**src/rtl/multicycle_control_pkg.sv**
```systemverilog
// Shared encodings for the multicycle LEGv8 control unit: FSM states,
// instruction classes, SignOp/ALUOp codes and opcode match constants.
package multicycle_control_pkg;

    typedef enum logic [2:0] {
        ST_FETCH  = 3'd0,
        ST_DECODE = 3'd1,
        ST_EXEC   = 3'd2,
        ST_MEM    = 3'd3,
        ST_WB     = 3'd4,
        ST_TRAP   = 3'd5
    } state_e;

    typedef enum logic [2:0] {
        CLS_R   = 3'd0,
        CLS_I   = 3'd1,
        CLS_LD  = 3'd2,
        CLS_ST  = 3'd3,
        CLS_B   = 3'd4,
        CLS_CB  = 3'd5,
        CLS_IW  = 3'd6,
        CLS_ILL = 3'd7
    } instr_class_e;

    localparam logic [2:0] SIGN_I  = 3'b000;
    localparam logic [2:0] SIGN_D  = 3'b001;
    localparam logic [2:0] SIGN_B  = 3'b010;
    localparam logic [2:0] SIGN_CB = 3'b011;
    localparam logic [2:0] SIGN_IW = 3'b100;

    localparam logic [3:0] ALU_AND    = 4'b0000;
    localparam logic [3:0] ALU_ORR    = 4'b0001;
    localparam logic [3:0] ALU_ADD    = 4'b0010;
    localparam logic [3:0] ALU_SUB    = 4'b0110;
    localparam logic [3:0] ALU_PASS_B = 4'b0111;

    // Opcode values with the don't-care bits cleared; masks mark the bits compared.
    localparam logic [10:0] OP_ADD  = 11'b10001011000;
    localparam logic [10:0] OP_SUB  = 11'b11001011000;
    localparam logic [10:0] OP_AND  = 11'b10001010000;
    localparam logic [10:0] OP_ORR  = 11'b10101010000;
    localparam logic [10:0] OP_ADDI = 11'b10010001000;
    localparam logic [10:0] OP_SUBI = 11'b11010001000;
    localparam logic [10:0] OP_LDUR = 11'b11111000010;
    localparam logic [10:0] OP_STUR = 11'b11111000000;
    localparam logic [10:0] OP_B    = 11'b00010100000;
    localparam logic [10:0] OP_CBZ  = 11'b10110100000;
    localparam logic [10:0] OP_MOVZ = 11'b11010010100;

    localparam logic [10:0] MASK_FULL = 11'b11111111111;
    localparam logic [10:0] MASK_IMM  = 11'b11111111110;
    localparam logic [10:0] MASK_B    = 11'b11111100000;
    localparam logic [10:0] MASK_CBZ  = 11'b11111111000;
    localparam logic [10:0] MASK_MOVZ = 11'b11111111100;

    function automatic logic op_match(input logic [10:0] op,
                                      input logic [10:0] val,
                                      input logic [10:0] mask);
        return ((op & mask) == (val & mask));
    endfunction

endpackage

```
**src/rtl/multicycle_control_opcode_decode.sv**
```systemverilog
// Combinational opcode classifier. MOVZ_EN enables MOVZ as an IW-class
// instruction; without it MOVZ falls through to the illegal class.
module opcode_decode
    import multicycle_control_pkg::*;
(
    input  logic [10:0] opcode,
    output logic [2:0]  cls,
    output logic [2:0]  sign_op,
    output logic [3:0]  alu_op
);

    // Priority match of the opcode against every supported encoding.
    always_comb begin
        cls     = CLS_ILL;
        sign_op = SIGN_I;
        alu_op  = ALU_AND;
        if (op_match(opcode, OP_ADD, MASK_FULL)) begin
            cls    = CLS_R;
            alu_op = ALU_ADD;
        end else if (op_match(opcode, OP_SUB, MASK_FULL)) begin
            cls    = CLS_R;
            alu_op = ALU_SUB;
        end else if (op_match(opcode, OP_AND, MASK_FULL)) begin
            cls    = CLS_R;
            alu_op = ALU_AND;
        end else if (op_match(opcode, OP_ORR, MASK_FULL)) begin
            cls    = CLS_R;
            alu_op = ALU_ORR;
        end else if (op_match(opcode, OP_ADDI, MASK_IMM)) begin
            cls     = CLS_I;
            sign_op = SIGN_I;
            alu_op  = ALU_ADD;
        end else if (op_match(opcode, OP_SUBI, MASK_IMM)) begin
            cls     = CLS_I;
            sign_op = SIGN_I;
            alu_op  = ALU_SUB;
        end else if (op_match(opcode, OP_LDUR, MASK_FULL)) begin
            cls     = CLS_LD;
            sign_op = SIGN_D;
            alu_op  = ALU_ADD;
        end else if (op_match(opcode, OP_STUR, MASK_FULL)) begin
            cls     = CLS_ST;
            sign_op = SIGN_D;
            alu_op  = ALU_ADD;
        end else if (op_match(opcode, OP_B, MASK_B)) begin
            cls     = CLS_B;
            sign_op = SIGN_B;
            alu_op  = ALU_AND;
        end else if (op_match(opcode, OP_CBZ, MASK_CBZ)) begin
            cls     = CLS_CB;
            sign_op = SIGN_CB;
            alu_op  = ALU_PASS_B;
`ifdef MOVZ_EN
        end else if (op_match(opcode, OP_MOVZ, MASK_MOVZ)) begin
            cls     = CLS_IW;
            sign_op = SIGN_IW;
            alu_op  = ALU_PASS_B;
`endif
        end else begin
            cls     = CLS_ILL;
            sign_op = SIGN_I;
            alu_op  = ALU_AND;
        end
    end

endmodule

```
**src/rtl/multicycle_control.sv**
```systemverilog
// Multicycle LEGv8 control FSM with sticky illegal-opcode trap and a
// retired-instruction counter. MOVZ_EN enables MOVZ decoding.
module multicycle_control
    import multicycle_control_pkg::*;
#(
    parameter int CNT_W = 32
)
(
    input  logic             CLK,
    input  logic             Reset,
    input  logic [10:0]      Opcode,
    input  logic             Zero,
    input  logic             MemReady,
    output logic [2:0]       SignOp,
    output logic             Reg2Loc,
    output logic             ALUSrc,
    output logic             MemToReg,
    output logic             RegWrite,
    output logic             MemRead,
    output logic             MemWrite,
    output logic             IRWrite,
    output logic             PCWrite,
    output logic             PCSrc,
    output logic [3:0]       ALUOp,
    output logic             Illegal,
    output logic [CNT_W-1:0] InstrCount
);

    state_e           state_q, state_d;
    instr_class_e     cls_q, cls_d;
    logic [2:0]       sign_op_q, sign_op_d;
    logic [3:0]       alu_op_q, alu_op_d;
    logic             illegal_q, illegal_d;
    logic [CNT_W-1:0] instr_cnt_q, instr_cnt_d;
    logic             retire_s;

    logic [2:0]       dec_cls_raw_s;
    instr_class_e     dec_cls_s;
    logic [2:0]       dec_sign_s;
    logic [3:0]       dec_alu_s;

    opcode_decode u_decode (
        .opcode  (Opcode),
        .cls     (dec_cls_raw_s),
        .sign_op (dec_sign_s),
        .alu_op  (dec_alu_s)
    );

    assign dec_cls_s = instr_class_e'(dec_cls_raw_s);

    // State and per-instruction registers with synchronous reset.
    always_ff @(posedge CLK) begin
        if (Reset) begin
            state_q     <= ST_FETCH;
            cls_q       <= CLS_R;
            sign_op_q   <= SIGN_I;
            alu_op_q    <= ALU_AND;
            illegal_q   <= 1'b0;
            instr_cnt_q <= {CNT_W{1'b0}};
        end else begin
            state_q     <= state_d;
            cls_q       <= cls_d;
            sign_op_q   <= sign_op_d;
            alu_op_q    <= alu_op_d;
            illegal_q   <= illegal_d;
            instr_cnt_q <= instr_cnt_d;
        end
    end

    // Next-state, class capture and retirement detection.
    always_comb begin
        state_d   = state_q;
        cls_d     = cls_q;
        sign_op_d = sign_op_q;
        alu_op_d  = alu_op_q;
        illegal_d = illegal_q;
        retire_s  = 1'b0;
        case (state_q)
            ST_FETCH: begin
                if (MemReady) state_d = ST_DECODE;
                else          state_d = ST_FETCH;
            end
            ST_DECODE: begin
                if (dec_cls_s == CLS_ILL) begin
                    state_d   = ST_TRAP;
                    illegal_d = 1'b1;
                    sign_op_d = SIGN_I;
                    alu_op_d  = ALU_AND;
                end else begin
                    state_d   = ST_EXEC;
                    cls_d     = dec_cls_s;
                    sign_op_d = dec_sign_s;
                    alu_op_d  = dec_alu_s;
                end
            end
            ST_EXEC: begin
                case (cls_q)
                    CLS_B, CLS_CB: begin
                        state_d  = ST_FETCH;
                        retire_s = 1'b1;
                    end
                    CLS_LD, CLS_ST: state_d = ST_MEM;
                    default:        state_d = ST_WB;
                endcase
            end
            ST_MEM: begin
                if (!MemReady) begin
                    state_d = ST_MEM;
                end else if (cls_q == CLS_ST) begin
                    state_d  = ST_FETCH;
                    retire_s = 1'b1;
                end else begin
                    state_d = ST_WB;
                end
            end
            ST_WB: begin
                state_d  = ST_FETCH;
                retire_s = 1'b1;
            end
            ST_TRAP: state_d = ST_TRAP;
            default: state_d = ST_FETCH;
        endcase
        if (retire_s) instr_cnt_d = instr_cnt_q + {{(CNT_W-1){1'b0}}, 1'b1};
        else          instr_cnt_d = instr_cnt_q;
    end

    // Datapath strobes; SignOp shows the live decode in DECODE, then the captured class.
    always_comb begin
        SignOp   = 3'b000;
        ALUOp    = 4'b0000;
        Reg2Loc  = 1'b0;
        ALUSrc   = 1'b0;
        MemToReg = 1'b0;
        RegWrite = 1'b0;
        MemRead  = 1'b0;
        MemWrite = 1'b0;
        IRWrite  = 1'b0;
        PCWrite  = 1'b0;
        PCSrc    = 1'b0;
        if (Reset) begin
            SignOp = 3'b000;
        end else begin
            SignOp = sign_op_q;
            ALUOp  = alu_op_q;
            case (state_q)
                ST_FETCH: begin
                    MemRead = 1'b1;
                    IRWrite = 1'b1;
                end
                ST_DECODE: begin
                    SignOp  = dec_sign_s;
                    Reg2Loc = (dec_cls_s == CLS_ST) || (dec_cls_s == CLS_CB);
                end
                ST_EXEC: begin
                    Reg2Loc = (cls_q == CLS_ST) || (cls_q == CLS_CB);
                    ALUSrc  = (cls_q == CLS_I) || (cls_q == CLS_LD) ||
                              (cls_q == CLS_ST) || (cls_q == CLS_IW);
                    if (cls_q == CLS_B) begin
                        PCWrite = 1'b1;
                        PCSrc   = 1'b1;
                    end else if (cls_q == CLS_CB) begin
                        PCWrite = 1'b1;
                        PCSrc   = Zero;
                    end else begin
                        PCWrite = 1'b0;
                    end
                end
                ST_MEM: begin
                    MemRead  = (cls_q == CLS_LD);
                    MemWrite = (cls_q == CLS_ST);
                    PCWrite  = (cls_q == CLS_ST) && MemReady;
                end
                ST_WB: begin
                    RegWrite = 1'b1;
                    MemToReg = (cls_q == CLS_LD);
                    PCWrite  = 1'b1;
                end
                ST_TRAP: begin
                    SignOp = 3'b000;
                    ALUOp  = 4'b0000;
                end
                default: begin
                    SignOp = 3'b000;
                end
            endcase
        end
    end

    assign Illegal    = illegal_q;
    assign InstrCount = instr_cnt_q;

endmodule

```
**config.mk**
```make
export PLATFORM = sky130hd
export DESIGN_NAME = multicycle_control
export DESIGN_NICKNAME = d
export VERILOG_FILES = /design/src/rtl/multicycle_control_pkg.sv /design/src/rtl/multicycle_control_opcode_decode.sv /design/src/rtl/multicycle_control.sv
export SDC_FILE = /design/constraint.sdc
export NUM_CORES = 1
export LEC_CHECK = 0
export CORE_ASPECT_RATIO = 0.6
export CORE_MARGIN = 1.5
export CORE_UTILIZATION = 49
export DETAILED_ROUTE_END_ITERATION = 10
export GPL_TIMING_DRIVEN = 1
export PLACE_DENSITY = 0.86
export SLEW_MARGIN = 20
export SYNTH_ARGS = -nofsm -noshare
export SYNTH_HDL_FRONTEND = slang
export SYNTH_SLANG_ARGS = --single-unit
```
**constraint.sdc**
```tcl
create_clock -name CLK -period 2.77 [get_ports CLK]
set_clock_uncertainty 0.1 [all_clocks]
set_input_delay 0.277 -clock CLK [delete_from_list [all_inputs] [get_ports CLK]]
set_output_delay 0.277 -clock CLK [all_outputs]
set_load 0.1 [all_outputs]
```
After elaboration in Yosys (flattened, before gate mapping)

Cells that the tools add are included.

Bits in writable memories: 0
Logic and storage cells: 112
Bits of input ports: 15
Bits in latches: 0
Memory bits (read-only): 0
Bits in registers: 46
Memories: 0
Output and inout port bits: 49

Order comparisons: 0
Mux-type cells: 68
Eq/ne operators: 24
$mul: 0
$add $sub $neg: 1
Bitwise logic cells: 1
Divide/modulo/power cells: 0
Reductions and logical operators: 12
Shifts and indexed selects: 0

Operators with widths:

| operator              | number |
|---|---|
| $mux 3                | 24 |
| $eq 11x11->1 const B  | 6 |
| $mux 4                | 12 |
| $add 32x1->32 const B | 1 |
| $mux 1                | 23 |
| $eq 3x3->1 const B    | 7 |
| $eq 10x10->1 const B  | 2 |
| $eq 3x2->1 const B    | 5 |
| $pmux 3 s5            | 1 |
| $pmux 3 s2            | 2 |
| $eq 8x8->1 const B    | 1 |
| $eq 3x1->1 const B    | 2 |
| $eq 6x3->1 const B    | 1 |
| $pmux 1 s3            | 2 |
| $logic_or 1x1->1      | 5 |
| $mux 2                | 2 |
| $pmux 1 s2            | 2 |
| $reduce_and 2->1      | 2 |
| $reduce_or 2->1       | 2 |
| $reduce_or 4->1       | 1 |
| $logic_not 3->1       | 1 |
| $logic_and 1x1->1     | 1 |
| $not 1->1             | 1 |

Longest topological paths before layout

Depth after elaboration: 15
Depth in mapped cells: 7

Hierarchy

From an unflattened synthesis, not the netlist that was laid out.

Cell total of the unflattened synthesis: 317
Area total of the unflattened synthesis: 2,567.5 um2

By module, submodules not included:

| module             | area an instance (um2) | sequential area each (um2) | cells an instance | times used |
|---|---|---|---|---|
| multicycle_control | 2,353.5                | 920.9                      | 285               | 1 |
| opcode_decode      | 214.0                  | 0.0                        | 32                | 1 |

Least setup slack after synthesis

No wires, ideal clock.

Kind: reg-to-output
Start point: register state_q[0]
End point: output port MemToReg
Data required time: 2.393 ns
Setup slack: -1.371 ns
Path buffers: 1
Cell stages (with the launch flop): 5
Arrival time: 3.764 ns
Cell sequence: dfxtp_1 -> clkbuf_1 -> nor2_1 -> and3_1 -> nor3b_1

Cells in the longest elaborated chain, start to end: 3

RTL lines:

| element                  | line                      | source |
|---|---|---|
| start: declaration       | multicycle_control.sv:29  | `state_e state_q, state_d;` |
| start signal: assignment | multicycle_control.sv:61  | `state_q <= state_d;` |
| $eq 3x3->1               | multicycle_control.sv:145 | `case (state_q)` |
| $mux 1                   | multicycle_control.sv:145 |  |
| $mux 1                   | multicycle_control.sv:140 | `if (Reset) begin` |
| end: declaration         | multicycle_control.sv:17  | `output logic MemToReg,` |

Every way passes these cells.

Final worst setup path

Start point: input port Opcode[7]
End point: output port SignOp[1]

Cells in the longest elaborated chain, start to end: 13
Elaborated cells between the ends (all ways): 22
Classes of those cells: eq/ne (10); mux (12)

RTL lines:

| element            | line                                   | source |
|---|---|---|
| start: declaration | multicycle_control.sv:11               | `input logic [10:0] Opcode,` |
| $eq 8x8->1         | multicycle_control_pkg.sv:59           | `return ((op & mask) == (val & mask));` |
| $mux 2             | multicycle_control_opcode_decode.sv:49 | `end else if (op_match(opcode, OP_CBZ, MASK_CBZ)) begin` |
| $mux 3             | multicycle_control_opcode_decode.sv:45 | `end else if (op_match(opcode, OP_B, MASK_B)) begin` |
| $mux 3             | multicycle_control_opcode_decode.sv:41 | `end else if (op_match(opcode, OP_STUR, MASK_FULL)) begin` |
| $mux 3             | multicycle_control_opcode_decode.sv:37 | `end else if (op_match(opcode, OP_LDUR, MASK_FULL)) begin` |
| $mux 3             | multicycle_control_opcode_decode.sv:33 | `end else if (op_match(opcode, OP_SUBI, MASK_IMM)) begin` |
| $mux 3             | multicycle_control_opcode_decode.sv:29 | `end else if (op_match(opcode, OP_ADDI, MASK_IMM)) begin` |
| $mux 3             | multicycle_control_opcode_decode.sv:26 | `end else if (op_match(opcode, OP_ORR, MASK_FULL)) begin` |
| $mux 3             | multicycle_control_opcode_decode.sv:23 | `end else if (op_match(opcode, OP_AND, MASK_FULL)) begin` |
| $mux 3             | multicycle_control_opcode_decode.sv:20 | `end else if (op_match(opcode, OP_SUB, MASK_FULL)) begin` |
| $mux 3 *           | multicycle_control_opcode_decode.sv:17 | `if (op_match(opcode, OP_ADD, MASK_FULL)) begin` |
| $pmux 3 s2 *       | multicycle_control.sv:145              |  |
| $mux 3 *           | multicycle_control.sv:140              |  |
| end: declaration   | multicycle_control.sv:14               | `output logic [2:0] SignOp,` |

Mark *: on every way between the ends. The rest lies on a longest branch, timed or not.

==> Flow_metrics.wiki <==
{| class="wikitable"
! Metric !! Value
|-
| Maximum number of pins on one net before global-route repair || 35
|-
| Share of synthesized flip-flops with an asynchronous set or reset || 0%
|-
| Most used flip-flop cell after synthesis || sky130_fd_sc_hd__dfxtp_1
|-
| Type of the tightest min-delay check || input port to register
|-
| Required time of the worst setup path || 2.39 ns
|-
| Ys Warns || 0
|-
| Critical-path top delay cell || sky130_fd_sc_hd__clkdlybuf4s50_1
|-
| Count of endpoints failing hold in the final timing report || 0
|-
| Final RePlAce weighted congestion || 0.926
|-
| Number of levels the H-tree was split into || 2
|-
| Detail Placement HPWL || 4890 µm
|-
| Count of mapped cells out of synthesis || 309
|-
| Number of buffer cells added on primary ports || 61
|-
| Detail Route Antenna Nets || 0
|-
| Shortest period the worst path allows || 2.68 ns
|-
| Endpoints failing setup || 0
|-
| Vias || 2546
|-
| Vias in the first global route || 2262
|-
| Number of antenna diodes || 0
|-
| Overflow left after global routing || 0
|-
| Number of synthesized flops with an enable pin || 0
|-
| Critical R2R Capture || InstrCount[29]
|-
| CTS Sinks || 44
|-
| Worst reg-to-reg setup slack || 0.36 ns
|-
| Setup ws final || 0.0939 ns
|-
| RSZ-0062 raised after global routing || no
|-
| Routed via count divided by cell count || 5.81
|-
| Area enclosed by the die boundary || 5510 µm²
|-
| Hold buffer count at CTS || 0
|-
| Clock tree buffer depth || 2
|-
| Area added between synthesis and finish || 32.1%
|-
| Hold Path Stages || 2
|-
| Worst hold endpoint || InstrCount[7]
|-
| Worst path arrival time || 2.30 ns
|-
| Synthesized area per cell || 8.02 µm²
|-
| Inserted Clock Buffers || 5
|-
| Buffers plus inverters on the worst setup path || 2
|-
| Worst Reg2Reg Path Length in Cells || 5
|-
| Worst slew margin relative to its limit || 60.3%
|-
| Share of the synthesized area in the top cell type || 35.5%
|-
| Static power due to leakage || 0.00124 µW
|-
| Met1 layer usage reported by global route || 39.0%
|-
| Clock slew seen by the registers of the worst setup and hold paths || 0.08 ns
|-
| Library cell appearing most often on the critical path || sky130_fd_sc_hd__nand2_1
|-
| Place WS || -0.0992 ns
|-
| Global routing's busiest layer || met1
|-
| Clock Root Buffer || sky130_fd_sc_hd__clkbuf_8
|-
| TritonCTS clock tree || done
|-
| Global routing usage on met2 || 35.1%
|-
| Ports placed on the boundary || 64
|-
| Routed wirelength normalized by instance count || 15.0 µm
|-
| Critical path type || input port to output pin
|-
| Post-synthesis sequential element count || 44
|-
| Kind of start point of the critical path || input port
|-
| DRT Pass-1 Iters || 5
|-
| Kind of cell with the highest combined delay on the critical path || simple AND/OR/NAND/NOR gates
|-
| Top fanout value on the critical path || 5
|-
| Most common library cell in the layout ignoring fill and taps || sky130_fd_sc_hd__buf_4
|-
| Max VDD drop || 0.253 mV
|-
| Tightest Pin Transition || 0.594 ns
|-
| Critical Path Sink Type || output pin
|-
| Post-synthesis cell area || 2480 µm²
|-
| R2R Path Start || state_q[1]
|-
| Top library cells by usage in the layout, fill and taps aside || sky130_fd_sc_hd__buf_4, sky130_fd_sc_hd__nor2_1, sky130_fd_sc_hd__dfxtp_1
|-
| Delay of the slowest cell on the worst path || 0.55 ns
|-
| Std cell rows || 19
|-
| Total setup buffers inserted after CTS || 0
|-
| Crit path depth || 7
|-
| Wire length of the first global-routing pass || 11000 µm
|-
| Hold slack final || 0.251 ns
|-
| Power density relative to cell area || 377 nW/µm²
|-
| Met3 track demand over resource in global routing || 6.56%
|-
| Drt first-iter violations || 181
|-
| Count of final max-slew check failures || 0
|-
| End-of-flow core utilization || 69.6%
|-
| Worst skew pair latency || 0.29 ns
|-
| Share of final-layout standard cells stronger than drive strength 1 || 24.0%
|-
| Startpoint of the most critical hold path || Reset
|-
| Overall routed net length || 6560 µm
|-
| DIE HEIGHT || 58.1 µm
|-
| GRT Resource Usage Total || 25.3%
|-
| Tcrit/Tclk final || 96.6%
|-
| Outcome || complete, no violations
|-
| Die boundary width || 94.8 µm
|-
| Distinct cell type count after synthesis || 50
|-
| Effective utilization at floorplan || 52.7%
|-
| Register area share after synthesis || 35.5%
|-
| Core Area || 4710 µm²
|-
| Worst path cell trace || clkdlybuf4s50_1 > or3b_2 > or3_4 > nand2_1 > nand2_1 > a21oi_2 > buf_12
|-
| Achievable Freq || 374 MHz
|-
| Dominant cell type by area after synthesis || sky130_fd_sc_hd__dfxtp_1
|-
| Antenna violations before repair || 0
|-
| Number of nets at the end of the flow || 391
|-
| Max-cap viol count || 0
|-
| DRC Markers || 0
|-
| Top area cells in the synthesized netlist || sky130_fd_sc_hd__dfxtp_1, sky130_fd_sc_hd__xor2_1, sky130_fd_sc_hd__nor2_1
|}
## layer usage
metal	wire, µm	vias up	share of wire (%)
li1	-	1261	-
met4	29	0	0.44
met3	495	6	7.6
met2	2660	97	41
met5	0	-	0
met1	3370	1182	51
## timing repair
item                                    in CTS  in global routing
pin swaps                                    0                  2
endpoints found under the setup margin       1                  3
resized for setup                            3                  4
## synthesized netlist by cell type, types with 4 or more instances
cell type,number
sky130_fd_sc_hd__nand3_1,6
sky130_fd_sc_hd__o211ai_1,9
sky130_fd_sc_hd__a21oi_1,23
sky130_fd_sc_hd__o2111ai_1,8
sky130_fd_sc_hd__inv_1,5
sky130_fd_sc_hd__o31ai_1,6
sky130_fd_sc_hd__xor2_1,22
sky130_fd_sc_hd__or4_1,7
sky130_fd_sc_hd__dfxtp_1,44
sky130_fd_sc_hd__nor2_1,48
sky130_fd_sc_hd__o21ai_0,12
sky130_fd_sc_hd__and3_1,4
sky130_fd_sc_hd__nand2_1,19
sky130_fd_sc_hd__nor2b_1,4
sky130_fd_sc_hd__nand2b_1,7
sky130_fd_sc_hd__clkbuf_1,13
sky130_fd_sc_hd__nor3_1,11
sky130_fd_sc_hd__or3_1,5
sky130_fd_sc_hd__nand4_1,4
sky130_fd_sc_hd__or3b_2,5
## metrics by stage
stage	std cells	power [µW]	instance area, µm²	TNS [ns]
finish	438	1230	3270	0
global route	438	1290	3270	0
CTS	438	1240	3260	0
floorplan	310	807	2520	-0.430
global placement	431	866	3180	-0.0868
detailed placement	431	869	3180	-0.0992
## power by group
| part | switching (µW) | internal, µW | total (µW) |
|---|---|---|---|
| clock | 205 | 172 | 377 |
| combinational | 146 | 61.6 | 207 |
| sequential | 8.05 | 642 | 650 |
| total | 359 | 875 | 1230 |
## flip-flops by register name, indices dropped and copies added (netlist names)
name and flops:
state_q 3, cls_q 3, Illegal 1, InstrCount 32
sign_op_q 2, alu_op_q 3
## logic make-up (layout without fill, tap and decap cells)
logic type      count (synthesis)  in the layout  share of synthesized area (%)
simple gates                  141            141                           30.7
compound gates                 76             76                           20.5
flops                          44             44                           35.5
xor+xnor                       23             23                           8.13
buf+inv                        21             86                           3.63
mux                             2              2                          0.808
fa+ha+maj                       1              1                          0.505
other cells                     1              2                          0.151
## layout make-up
class	count	area [µm²]
clock buffer	6	72.6
clock inverter	1	5.00
fill	393	1430
inverter	5	18.8
multi-input combinational	245	1570
sequential	44	883
tap	63	78.8
timing repair buffer	74	648
## worst max path at each step
stage | from | end
global route | Opcode[7] | SignOp[1]
detailed placement | Opcode[10] | Reg2Loc
CTS | Opcode[10] | SignOp[0]
floorplan | state_q[2] | MemToReg
finish | Opcode[7] | SignOp[1]
global placement | Opcode[10] | Reg2Loc
No activity file was read; power rests on OpenSTA's default activity.
